===== src/rtl/alu_seq_pkg.sv =====
// Shared types and constants for the ALU operation sequencer.
package alu_seq_pkg;

  typedef enum logic [2:0] {
    StIdle,
    StGetA,
    StGetB,
    StGetFun,
    StIssue,
    StWaitRes,
    StSend
  } seq_state_e;

  localparam logic [7:0] CMD_ARITH = 8'hCC;
  localparam logic [7:0] DIV0_CODE = 8'hFF;

  localparam logic [1:0] FUN_ADD = 2'b00;
  localparam logic [1:0] FUN_SUB = 2'b01;
  localparam logic [1:0] FUN_MUL = 2'b10;
  localparam logic [1:0] FUN_DIV = 2'b11;

endpackage


===== src/rtl/alu_op_sequencer_if.sv =====
// Byte receive, arithmetic-unit and byte transmit signals of the sequencer.
interface alu_op_sequencer_if #(
  parameter int unsigned DATA_WIDTH    = 8,
  parameter int unsigned ALU_FUN_WIDTH = 2
);
  logic [DATA_WIDTH-1:0]    RX_DATA;
  logic                     RX_VALID;
  logic [DATA_WIDTH-1:0]    A;
  logic [DATA_WIDTH-1:0]    B;
  logic [ALU_FUN_WIDTH-1:0] ALU_FUN;
  logic                     Arith_Enable;
  logic [DATA_WIDTH-1:0]    Arith_OUT;
  logic                     OUT_VALID;
  logic [DATA_WIDTH-1:0]    TX_DATA;
  logic                     TX_VALID;
  logic                     TX_READY;
  logic                     BUSY;
  logic                     FRAME_ERR;

  modport slave (
    input  RX_DATA, RX_VALID, Arith_OUT, OUT_VALID, TX_READY,
    output A, B, ALU_FUN, Arith_Enable, TX_DATA, TX_VALID, BUSY, FRAME_ERR
  );

  modport master (
    output RX_DATA, RX_VALID, Arith_OUT, OUT_VALID, TX_READY,
    input  A, B, ALU_FUN, Arith_Enable, TX_DATA, TX_VALID, BUSY, FRAME_ERR
  );
endinterface


===== src/rtl/seq_timer.sv =====
// Loadable down-counter; expired flags the enabled cycle that consumes the last count.
module seq_timer #(
  parameter int unsigned Width = 8
) (
  input  logic             clk,
  input  logic             rst,
  input  logic             clear,
  input  logic             load,
  input  logic [Width-1:0] load_val,
  input  logic             enable,
  output logic             expired
);
  logic [Width-1:0] cnt_q, cnt_d;

  always_comb begin
    cnt_d = cnt_q;
    if (clear) begin
      cnt_d = '0;
    end else if (load) begin
      cnt_d = load_val;
    end else if (enable && cnt_q != '0) begin
      cnt_d = cnt_q - Width'(1);
    end
  end

  assign expired = enable && (cnt_q == Width'(1));

  always_ff @(posedge clk) begin
    if (rst) begin
      cnt_q <= '0;
    end else begin
      cnt_q <= cnt_d;
    end
  end
endmodule


===== src/rtl/alu_op_sequencer.sv =====
// Parses CMD/A/B/FUN byte frames, issues one arithmetic request and returns the result byte.
module alu_op_sequencer
  import alu_seq_pkg::*;
#(
  parameter int unsigned DATA_WIDTH    = 8,
  parameter int unsigned ALU_FUN_WIDTH = 2,
  parameter int unsigned GAP_CYCLES    = 64,
  parameter int unsigned RES_TIMEOUT   = 4
) (
  input logic                CLK,
  input logic                RST,
  alu_op_sequencer_if.slave  bus
);
  localparam int unsigned GapW = $clog2(GAP_CYCLES + 1);
  localparam int unsigned ResW = $clog2(RES_TIMEOUT + 1);

  seq_state_e               state_q, state_d;
  logic [DATA_WIDTH-1:0]    a_q, a_d, b_q, b_d, tx_data_q, tx_data_d;
  logic [ALU_FUN_WIDTH-1:0] fun_q, fun_d;
  logic                     tx_valid_q, tx_valid_d;
  logic                     frame_err_q, frame_err_d;
  logic                     gap_load, gap_en, gap_expired;
  logic                     res_load, res_en, res_expired;
  logic                     in_frame;

  assign in_frame = (state_q == StGetA) || (state_q == StGetB) || (state_q == StGetFun);

  always_comb begin
    state_d     = state_q;
    a_d         = a_q;
    b_d         = b_q;
    fun_d       = fun_q;
    tx_data_d   = tx_data_q;
    tx_valid_d  = tx_valid_q;
    frame_err_d = 1'b0;
    gap_load    = 1'b0;
    gap_en      = in_frame && !bus.RX_VALID;
    res_load    = 1'b0;
    res_en      = 1'b0;

    // A byte arriving on the expiry cycle still counts; the timeout only fires on idle cycles.
    if (gap_expired) begin
      frame_err_d = 1'b1;
      state_d     = StIdle;
    end

    case (state_q)
      StIdle: begin
        if (bus.RX_VALID && bus.RX_DATA == DATA_WIDTH'(CMD_ARITH)) begin
          gap_load = 1'b1;
          state_d  = StGetA;
        end
      end
      StGetA: begin
        if (bus.RX_VALID) begin
          a_d      = bus.RX_DATA;
          gap_load = 1'b1;
          state_d  = StGetB;
        end
      end
      StGetB: begin
        if (bus.RX_VALID) begin
          b_d      = bus.RX_DATA;
          gap_load = 1'b1;
          state_d  = StGetFun;
        end
      end
      StGetFun: begin
        if (bus.RX_VALID) begin
          if (bus.RX_DATA[DATA_WIDTH-1:ALU_FUN_WIDTH] != '0) begin
            frame_err_d = 1'b1;
            state_d     = StIdle;
          end else if (bus.RX_DATA[ALU_FUN_WIDTH-1:0] == ALU_FUN_WIDTH'(FUN_DIV) && b_q == '0) begin
            tx_data_d   = DATA_WIDTH'(DIV0_CODE);
            tx_valid_d  = 1'b1;
            frame_err_d = 1'b1;
            state_d     = StSend;
          end else begin
            fun_d   = bus.RX_DATA[ALU_FUN_WIDTH-1:0];
            state_d = StIssue;
          end
        end
      end
      StIssue: begin
        res_load = 1'b1;
        state_d  = StWaitRes;
      end
      StWaitRes: begin
        if (bus.OUT_VALID) begin
          tx_data_d  = bus.Arith_OUT;
          tx_valid_d = 1'b1;
          state_d    = StSend;
        end else begin
          res_en = 1'b1;
          if (res_expired) begin
            frame_err_d = 1'b1;
            state_d     = StIdle;
          end
        end
      end
      StSend: begin
        if (bus.TX_READY) begin
          tx_valid_d = 1'b0;
          state_d    = StIdle;
        end
      end
      default: state_d = StIdle;
    endcase
  end

  always_ff @(posedge CLK) begin
    if (RST) begin
      state_q     <= StIdle;
      a_q         <= '0;
      b_q         <= '0;
      fun_q       <= '0;
      tx_data_q   <= '0;
      tx_valid_q  <= 1'b0;
      frame_err_q <= 1'b0;
    end else begin
      state_q     <= state_d;
      a_q         <= a_d;
      b_q         <= b_d;
      fun_q       <= fun_d;
      tx_data_q   <= tx_data_d;
      tx_valid_q  <= tx_valid_d;
      frame_err_q <= frame_err_d;
    end
  end

  seq_timer #(.Width(GapW)) u_gap_timer (
    .clk      (CLK),
    .rst      (RST),
    .clear    (state_q == StIdle),
    .load     (gap_load),
    .load_val (GapW'(GAP_CYCLES)),
    .enable   (gap_en),
    .expired  (gap_expired)
  );

  seq_timer #(.Width(ResW)) u_res_timer (
    .clk      (CLK),
    .rst      (RST),
    .clear    (state_q == StIdle),
    .load     (res_load),
    .load_val (ResW'(RES_TIMEOUT)),
    .enable   (res_en),
    .expired  (res_expired)
  );

  assign bus.A            = a_q;
  assign bus.B            = b_q;
  assign bus.ALU_FUN      = fun_q;
  assign bus.Arith_Enable = (state_q == StIssue);
  assign bus.TX_DATA      = tx_data_q;
  assign bus.TX_VALID     = tx_valid_q;
  assign bus.BUSY         = (state_q != StIdle);
  assign bus.FRAME_ERR    = frame_err_q;
endmodule


===== src/flat_wrapper.sv =====
// flat-port wrapper written by rule: the top's interface ports become plain ports
module alu_op_sequencer_flat import alu_seq_pkg::*;
#(
  parameter int unsigned DATA_WIDTH    = 8,
  parameter int unsigned ALU_FUN_WIDTH = 2,
  parameter int unsigned GAP_CYCLES    = 64,
  parameter int unsigned RES_TIMEOUT   = 4
)
  (CLK, RST, bus_RX_DATA, bus_RX_VALID, bus_Arith_OUT, bus_OUT_VALID, bus_TX_READY, bus_A, bus_B, bus_ALU_FUN, bus_Arith_Enable, bus_TX_DATA, bus_TX_VALID, bus_BUSY, bus_FRAME_ERR);
  alu_op_sequencer_if #(.DATA_WIDTH(DATA_WIDTH), .ALU_FUN_WIDTH(ALU_FUN_WIDTH)) bus_i ();
  input logic CLK;
  input logic RST;
  input wire logic [$bits(bus_i.RX_DATA)-1:0] bus_RX_DATA;
  input wire logic [$bits(bus_i.RX_VALID)-1:0] bus_RX_VALID;
  input wire logic [$bits(bus_i.Arith_OUT)-1:0] bus_Arith_OUT;
  input wire logic [$bits(bus_i.OUT_VALID)-1:0] bus_OUT_VALID;
  input wire logic [$bits(bus_i.TX_READY)-1:0] bus_TX_READY;
  output wire logic [$bits(bus_i.A)-1:0] bus_A;
  output wire logic [$bits(bus_i.B)-1:0] bus_B;
  output wire logic [$bits(bus_i.ALU_FUN)-1:0] bus_ALU_FUN;
  output wire logic [$bits(bus_i.Arith_Enable)-1:0] bus_Arith_Enable;
  output wire logic [$bits(bus_i.TX_DATA)-1:0] bus_TX_DATA;
  output wire logic [$bits(bus_i.TX_VALID)-1:0] bus_TX_VALID;
  output wire logic [$bits(bus_i.BUSY)-1:0] bus_BUSY;
  output wire logic [$bits(bus_i.FRAME_ERR)-1:0] bus_FRAME_ERR;
  assign bus_i.RX_DATA = bus_RX_DATA;
  assign bus_i.RX_VALID = bus_RX_VALID;
  assign bus_i.Arith_OUT = bus_Arith_OUT;
  assign bus_i.OUT_VALID = bus_OUT_VALID;
  assign bus_i.TX_READY = bus_TX_READY;
  assign bus_A = bus_i.A;
  assign bus_B = bus_i.B;
  assign bus_ALU_FUN = bus_i.ALU_FUN;
  assign bus_Arith_Enable = bus_i.Arith_Enable;
  assign bus_TX_DATA = bus_i.TX_DATA;
  assign bus_TX_VALID = bus_i.TX_VALID;
  assign bus_BUSY = bus_i.BUSY;
  assign bus_FRAME_ERR = bus_i.FRAME_ERR;
  alu_op_sequencer #(.DATA_WIDTH(DATA_WIDTH), .ALU_FUN_WIDTH(ALU_FUN_WIDTH), .GAP_CYCLES(GAP_CYCLES), .RES_TIMEOUT(RES_TIMEOUT)) u_core (.CLK(CLK), .RST(RST), .bus(bus_i));
endmodule

===== config.mk =====
export PLATFORM = sky130hd
export DESIGN_NAME = alu_op_sequencer_flat
export DESIGN_NICKNAME = d
export VERILOG_FILES = /design/src/rtl/alu_seq_pkg.sv /design/src/rtl/alu_op_sequencer_if.sv /design/src/rtl/seq_timer.sv /design/src/rtl/alu_op_sequencer.sv /design/src/flat_wrapper.sv
export SDC_FILE = /design/constraint.sdc
export NUM_CORES = 1
export LEC_CHECK = 0
export BUFFER_PORTS_ARGS = -buffer_cell sky130_fd_sc_hd__buf_4
export CAP_MARGIN = 20
export CORE_UTILIZATION = 45
export DETAILED_ROUTE_END_ITERATION = 8
export PLACE_DENSITY = 0.72
export SLEW_MARGIN = 20
export SYNTH_ARGS = -nofsm -noshare
export SYNTH_HDL_FRONTEND = slang
export SYNTH_HIERARCHICAL = 1
export SYNTH_SLANG_ARGS = --single-unit

===== constraint.sdc =====
create_clock -name CLK -period 2 [get_ports CLK]
set_input_delay 0.3 -clock CLK [delete_from_list [all_inputs] [get_ports CLK]]
set_output_delay 0.3 -clock CLK [all_outputs]
set_load 0.03 [all_outputs]

# After elaboration in Yosys (flattened, before gate mapping)
# Cells that the tools add are included.
[op_classes]
bitwise_logic = 2
n_reduce_logical = 29
n_addsub = 2
eq_ne = 15
mux = 39
[op_table]
columns = ["cell", "count"]
rows = [
  ["2-to-1 mux 3 bit", 11],
  ["2-to-1 mux 8 bit", 4],
  ["case mux 3 bit (7 select lines)", 1],
  ["2-to-1 mux 1 bit", 16],
  ["case mux 8 bit (2 select lines)", 1],
  ["2-to-1 mux 7 bit", 2],
  ["!= test 2 bit (second input constant)", 5],
  ["== test 3 bit (second input constant)", 3],
  ["nonzero test 3 bit", 3],
  ["== test 8 bit (second input constant)", 1],
  ["logical NOT 8 bit", 1],
  ["== test 7 x 1 -> 1 bit (second input constant)", 1],
  ["logical AND 1 bit", 7],
  ["nonzero test 7 bit", 1],
  ["subtractor 7 x 1 -> 7 bit (second input constant)", 1],
  ["== test 3 x 1 -> 1 bit (second input constant)", 2],
  ["== test 3 x 2 -> 1 bit (second input constant)", 2],
  ["AND reduction 6 bit", 1],
  ["nonzero test 2 bit", 3],
  ["nonzero test 6 bit", 1],
  ["OR reduction 3 bit", 2],
  ["AND reduction 5 bit", 1],
  ["case mux 1 bit (2 select lines)", 2],
  ["AND reduction 2 bit", 2],
  ["other kinds (10)", 13],
]
[word_totals]
word_cells = 98
output_inout_bits = 30
ff_bits = 41
inputBits = 21

# Depth between registers and ports, before layout
[depth]
ltp_word = 10
ltp_mapped = 10
mapped_depth_nobuf = 8

# By module
# Netlist, hierarchy kept.
[modules_own_cells]
columns = ["mod", "seq_area_each_um2", "instances", "cells_per_inst", "area_per_inst_um2"]
rows = [
  ["alu_op_sequencer", 620.6, 1, 190, 1497.7],
  ["seq_timer at u_core.u_gap_timer", 140.1, 1, 52, 425.4],
  ["seq_timer at u_core.u_res_timer", 60.1, 1, 24, 203.9],
]

# Worst setup path before layout
# No wires, ideal clock.
[synth_timing]
path_type = "register to register"
start = "reg u_core.state_q[0]"
end = "reg u_core.state_q[1]"
t_required_ns = 1.883
setup_time_ns = 0.117
path_stages_with_launch = 11
period_less_slack_ns = 2.148
path_buffers = 2
t_arrival_ns = 2.030
slack_ns = -0.148
cell_sequence = "dfxtp_1 buf_2 buf_1 nor2_1 nor3_1 nand3b_1 nor2_1 inv_1 a21oi_1 o21bai_1 a32o_1"
[synth_between]
elab_chain_len = 9
word_cells_on_any_way = 22
classes_between = "eq/ne: 6; mux: 10; reduce/logical: 6"
[synth_rtl]
columns = ["element", "line_no", "rtl"]
rows = [
  ["start, declared", "alu_op_sequencer.sv:17", "seq_state_e state_q, state_d;"],
  ["start signal, assigned", "alu_op_sequencer.sv:113", "state_q <= StIdle;"],
  ["start signal, assigned", "alu_op_sequencer.sv:121", "state_q <= state_d;"],
  ["== test 3 x 1 -> 1 bit / == test 3 x 2 -> 1 bit (equally long branches)", "alu_op_sequencer.sv:26", "assign in_frame = (state_q == StGetA) || (state_q == StGetB) || (state_q == StGetFun);"],
  ["logical OR 1 bit", "alu_op_sequencer.sv:26", ""],
  ["logical OR 1 bit (*)", "alu_op_sequencer.sv:26", ""],
  ["logical AND 1 bit (*)", "alu_op_sequencer.sv:37", "gap_en = in_frame && !bus.RX_VALID;"],
  ["via u_core.gap_en", "alu_op_sequencer.sv:22", "logic gap_load, gap_en, gap_expired;"],
  ["logical AND 1 bit (*)", "seq_timer.sv:26", "assign expired = enable && (cnt_q == Width'(1));"],
  ["via u_core.gap_expired", "alu_op_sequencer.sv:22", ""],
  ["2-to-1 mux 3 bit (*)", "alu_op_sequencer.sv:42", "if (gap_expired) begin"],
  ["2-to-1 mux 3 bit", "alu_op_sequencer.sv:95", "if (res_expired) begin"],
  ["2-to-1 mux 3 bit", "alu_op_sequencer.sv:89", "if (bus.OUT_VALID) begin"],
  ["case mux 3 bit (7 select lines) (*)", "alu_op_sequencer.sv:47", "case (state_q)"],
]
# The timed path passes the listed nets; every way through them passes the cells marked *.
# A chain may end at the register's enable or synchronous reset.

# Worst setup path after layout
[layout_timing]
start = "reg u_core.state_q[0]"
end = "reg u_core.u_gap_timer.cnt_q[1]"
[layout_between]
word_cells_on_any_way = 11
classes_between = "eq/ne: 3; mux: 1; reduce/logical: 7"
[layout_lines]
columns = ["element", "line_no", "rtl"]
rows = [
  ["== test 3 x 2 -> 1 bit / == test 3 x 1 -> 1 bit (equally long branches)", "alu_op_sequencer.sv:47", ""],
  ["OR reduction 2 bit (no line)", "-", ""],
  ["case mux 1 bit (2 select lines) (*)", "alu_op_sequencer.sv:47", ""],
  ["via u_core.gap_load", "alu_op_sequencer.sv:22", ""],
  ["OR reduction 3 bit (no line) (*)", "-", ""],
  ["end signal, assigned", "seq_timer.sv:32", "cnt_q <= cnt_d;"],
  ["end, declared", "seq_timer.sv:13", "logic [Width-1:0] cnt_q, cnt_d;"],
]
# Marks and branches as above.

==> results.py <==
metrics = {
    "run_status": {
        "status": "finished, violations left",
        "violations": "design-rule violations",
    },
    "timing": {
        "rsz0062_at_grt": "no",
        "fmax_ghz": 0.548,
        "worst_clock_skew_ps": 7.83,
        "period_share_pct": 91.3,
        "setup_viol": 0,
        "setup_tns_ps": 0,
        "setup_ws_ps": 174,
        "hold_viol_final": 0,
        "whs_ps": 270,
        "maxSlewViolCount": 0,
        "period_needed_ps": 1830,
    },
    "yosys": {
        "synth-simple-area-share_pct": 29.9,
        "ys_seq_elements": 41,
        "synthMuxAreaShare_pct": 0,
        "synth_cells": 266,
        "synth_compound_area_share_pct": 21.7,
        "synth_warnings": 6,
        "synth.distinct_cells": 55,
        "synth_top_family_by_area": "simple AND/OR/NAND/NOR gates",
        "synth_edf_count": 0,
        "synth-adder-area-share_pct": 3.53,
        "async_flop_share_pct": 0,
        "synth-seq-area-share_pct": 38.6,
        "synth_xor_area_share_pct": 1.65,
        "avgSynthCellArea_sq_um": 8.00,
        "ys.flop_type": "dfxtp_1",
        "synth_area_sq_um": 2130,
    },
    "layout": {
        "syn_to_final_growth_pct": 30.1,
        "antennaDiodeCount": 0,
        "fin_area_sq_um": 2770,
        "layout.nets": 355,
        "fillCellCount": 426,
        "post-route-util_pct": 62.3,
        "stdcell_count": 381,
        "drive_gt1_share_pct": 28.3,
    },
    "critical_path": {
        "crit_type": "reg2reg",
        "crit_required_ps": 2210,
        "crit_start": "u_core/state_q[0]",
        "reg2reg_from": "u_core/state_q[0]",
        "crit_chain": "or3_4 -> nor3_4 -> nand3_2 -> a221oi_2 -> inv_2 -> nand3_1 -> o22ai_1 -> nor4_1",
        "crit_path_max_incr_delay_ps": 410,
        "crit_fanout": 4,
        "start_kind": "flip-flop",
        "endpoint_kind": "flip-flop",
        "slowest_stage": "or3_4",
        "crit_arrival_ps": 2040,
    },
    "global_route": {
        "track_usage_pct": 21.4,
        "grt_max_degree": 37,
        "grt.overflow.total": 0,
        "grt_pass1_vias": 1936,
        "grt_pass1_wl_mm": 8.60,
        "antenna_found_initial": 0,
    },
    "hold_path": {
        "hold_class": "in2reg",
        "min_from": "bus_RX_DATA[4]",
    },
    "clock_network": {
        "clk_pin_slew_ps": 80,
        "clockBufferDepth": 2,
        "cts.sinks": 41,
        "htreeDepth": 2,
        "clock_latency_ps": 300,
        "clock-root-buffer": "clkbuf_8",
        "cts_tree": "built",
        "cts_buffers": 5,
    },
    "placed_design": {
        "dp_hpwl_mm": 3.65,
        "routabilityCongestion": 0.834,
        "dpl_cell_area_sq_um": 2620,
        "post-place-ws_ps": 58.2,
        "io_buffers": 50,
        "dp_cells": 372,
    },
    "route": {
        "dr_total_vias": 2086,
        "viasPerCell": 5.48,
        "first_pass_iters": 6,
        "dr.first_iter.drc_count": 94,
        "antenna_left": 0,
        "wire_per_inst_microns": 13.2,
        "totalWireLength_mm": 5.03,
        "drc": 4,
    },
    "die": {
        "die_h_microns": 70.8,
        "die_w_microns": 70.8,
        "pin_count": 51,
        "placementRows": 24,
        "initial_utilization_pct": 47.9,
        "core_area_sq_um": 4440,
        "die_area_sq_um": 5010,
    },
    "run": {
        "cap_violations": 0,
    },
    "power_and_ir_drop": {
        "p_total_mw": 1.60,
        "power_density_nw_per_um2": 578,
        "power_leakage_nw": 1.04,
        "ir_drop_mv": 0.443,
    },
}
registers in the layout, summed over array words and instances, names as in the netlist:
name                      count
u_core/bus.TX_DATA            8
u_core/u_res_timer/cnt_q      3
u_core/bus.A                  8
u_core/bus.B                  8
u_core/bus.TX_VALID           1
u_core/bus.ALU_FUN            2
u_core/bus.FRAME_ERR          1
u_core/state_q                3
u_core/u_gap_timer/cnt_q      7
placed cells by master (no fill, tap or decap), types with 2 or more instances in the layout:
cell type and count:
buf_4 58, dfxtp_1 41, nand2_1 39, a21oi_1 31, nor2_1 27, o21ai_0 11, conb_1 10, inv_1 9
nand3_1 9, a211oi_1 7, clkbuf_8 6, ha_1 6, nand2b_1 4, nor4_1 4, or2_2 4, a311oi_1 3
o211ai_1 3, and4b_2 2, nor3_4 2, and3_1 2, or4_4 2, o21a_1 2, o31ai_1 2, o22ai_1 2
a31oi_1 2, nor3_1 2, xor2_1 2, o21ai_1 2, xnor2_1 2, or3_1 2
cell families after synthesis:
kind of cell             Yosys count
flip-flops                        41
AND/OR/NAND/NOR                  117
AO/OA/AOI/OAI                     74
adder cells (fa/ha/maj)            6
buffers and inverters             22
XOR/XNOR                           4
other                              2
synth_stat cells, types with 2 or more instances:
cell type / instances / area share (%)
a211oi_1: 7 / 2.5
a21oi_1: 31 / 7.3
a311oi_1: 3 / 1.2
a31oi_1: 2 / 0.59
and3_1: 2 / 0.59
and4b_2: 2 / 1.1
clkbuf_1: 9 / 1.6
conb_1: 2 / 0.35
dfxtp_1: 41 / 39
ha_1: 6 / 3.5
inv_1: 10 / 1.8
nand2_1: 39 / 6.9
nand2b_1: 4 / 1.2
nand3_1: 10 / 2.4
nor2_1: 29 / 5.1
nor3_1: 3 / 0.71
nor4_1: 4 / 1.2
o211ai_1: 3 / 1.1
o21a_1: 2 / 0.71
o21ai_0: 13 / 3.1
o22ai_1: 2 / 0.59
o31ai_1: 2 / 0.71
or2_2: 4 / 1.2
or3_1: 2 / 0.59
or4_4: 2 / 1.1
xnor2_1: 2 / 0.82
xor2_1: 2 / 0.82
area by class of cell:
cell class,instances,area [sq um],area share [%]
Clock inverter,2,37.5,1.36
Clock buffer,6,82.6,2.98
Inverter,10,37.5,1.36
Tap cell,52,65.1,2.35
Timing Repair Buffer,59,447,16.1
Sequential cell,41,821,29.7
Multi-Input combinational cell,211,1280,46.2
critical path: cells and delay by family (launching register included):
kind            cells  cell delay (ps)
compound gates      2              360
buf+inv             1               90
flops               1              330
simple gates        5              950
report_power, final:
group / switching, mW / internal [mW] / total (mW)
clock: 0.294 / 0.406 / 0.700
sequential: 0.000107 / 0.816 / 0.816
combinational: 0.0462 / 0.0368 / 0.0830
timing repair:
item	CTS	global route
setup endpoints to repair	0	9
hold buffers	0	0
buffers inserted	0	1
gates resized for setup	0	9
layer usage:
metal	track usage, %	vias up	share of wire [%]
met1	28.1	962	47
met2	34.6	51	47
met5	0	-	0
met4	8.44	0	1.5
met3	4.13	8	5.0
li1	-	1065	-
final timing paths:
check	slack (ps)	endpoint	cells after the start
setup reg to reg	170	u_core/u_gap_timer/cnt_q[1]	8
setup / recovery	170	u_core/u_gap_timer/cnt_q[1]	8
hold reg to reg	460	u_core/bus.A[1]	2
hold / removal	270	u_core/bus.A[4]	3
Power figures use the tool's default switching activity.
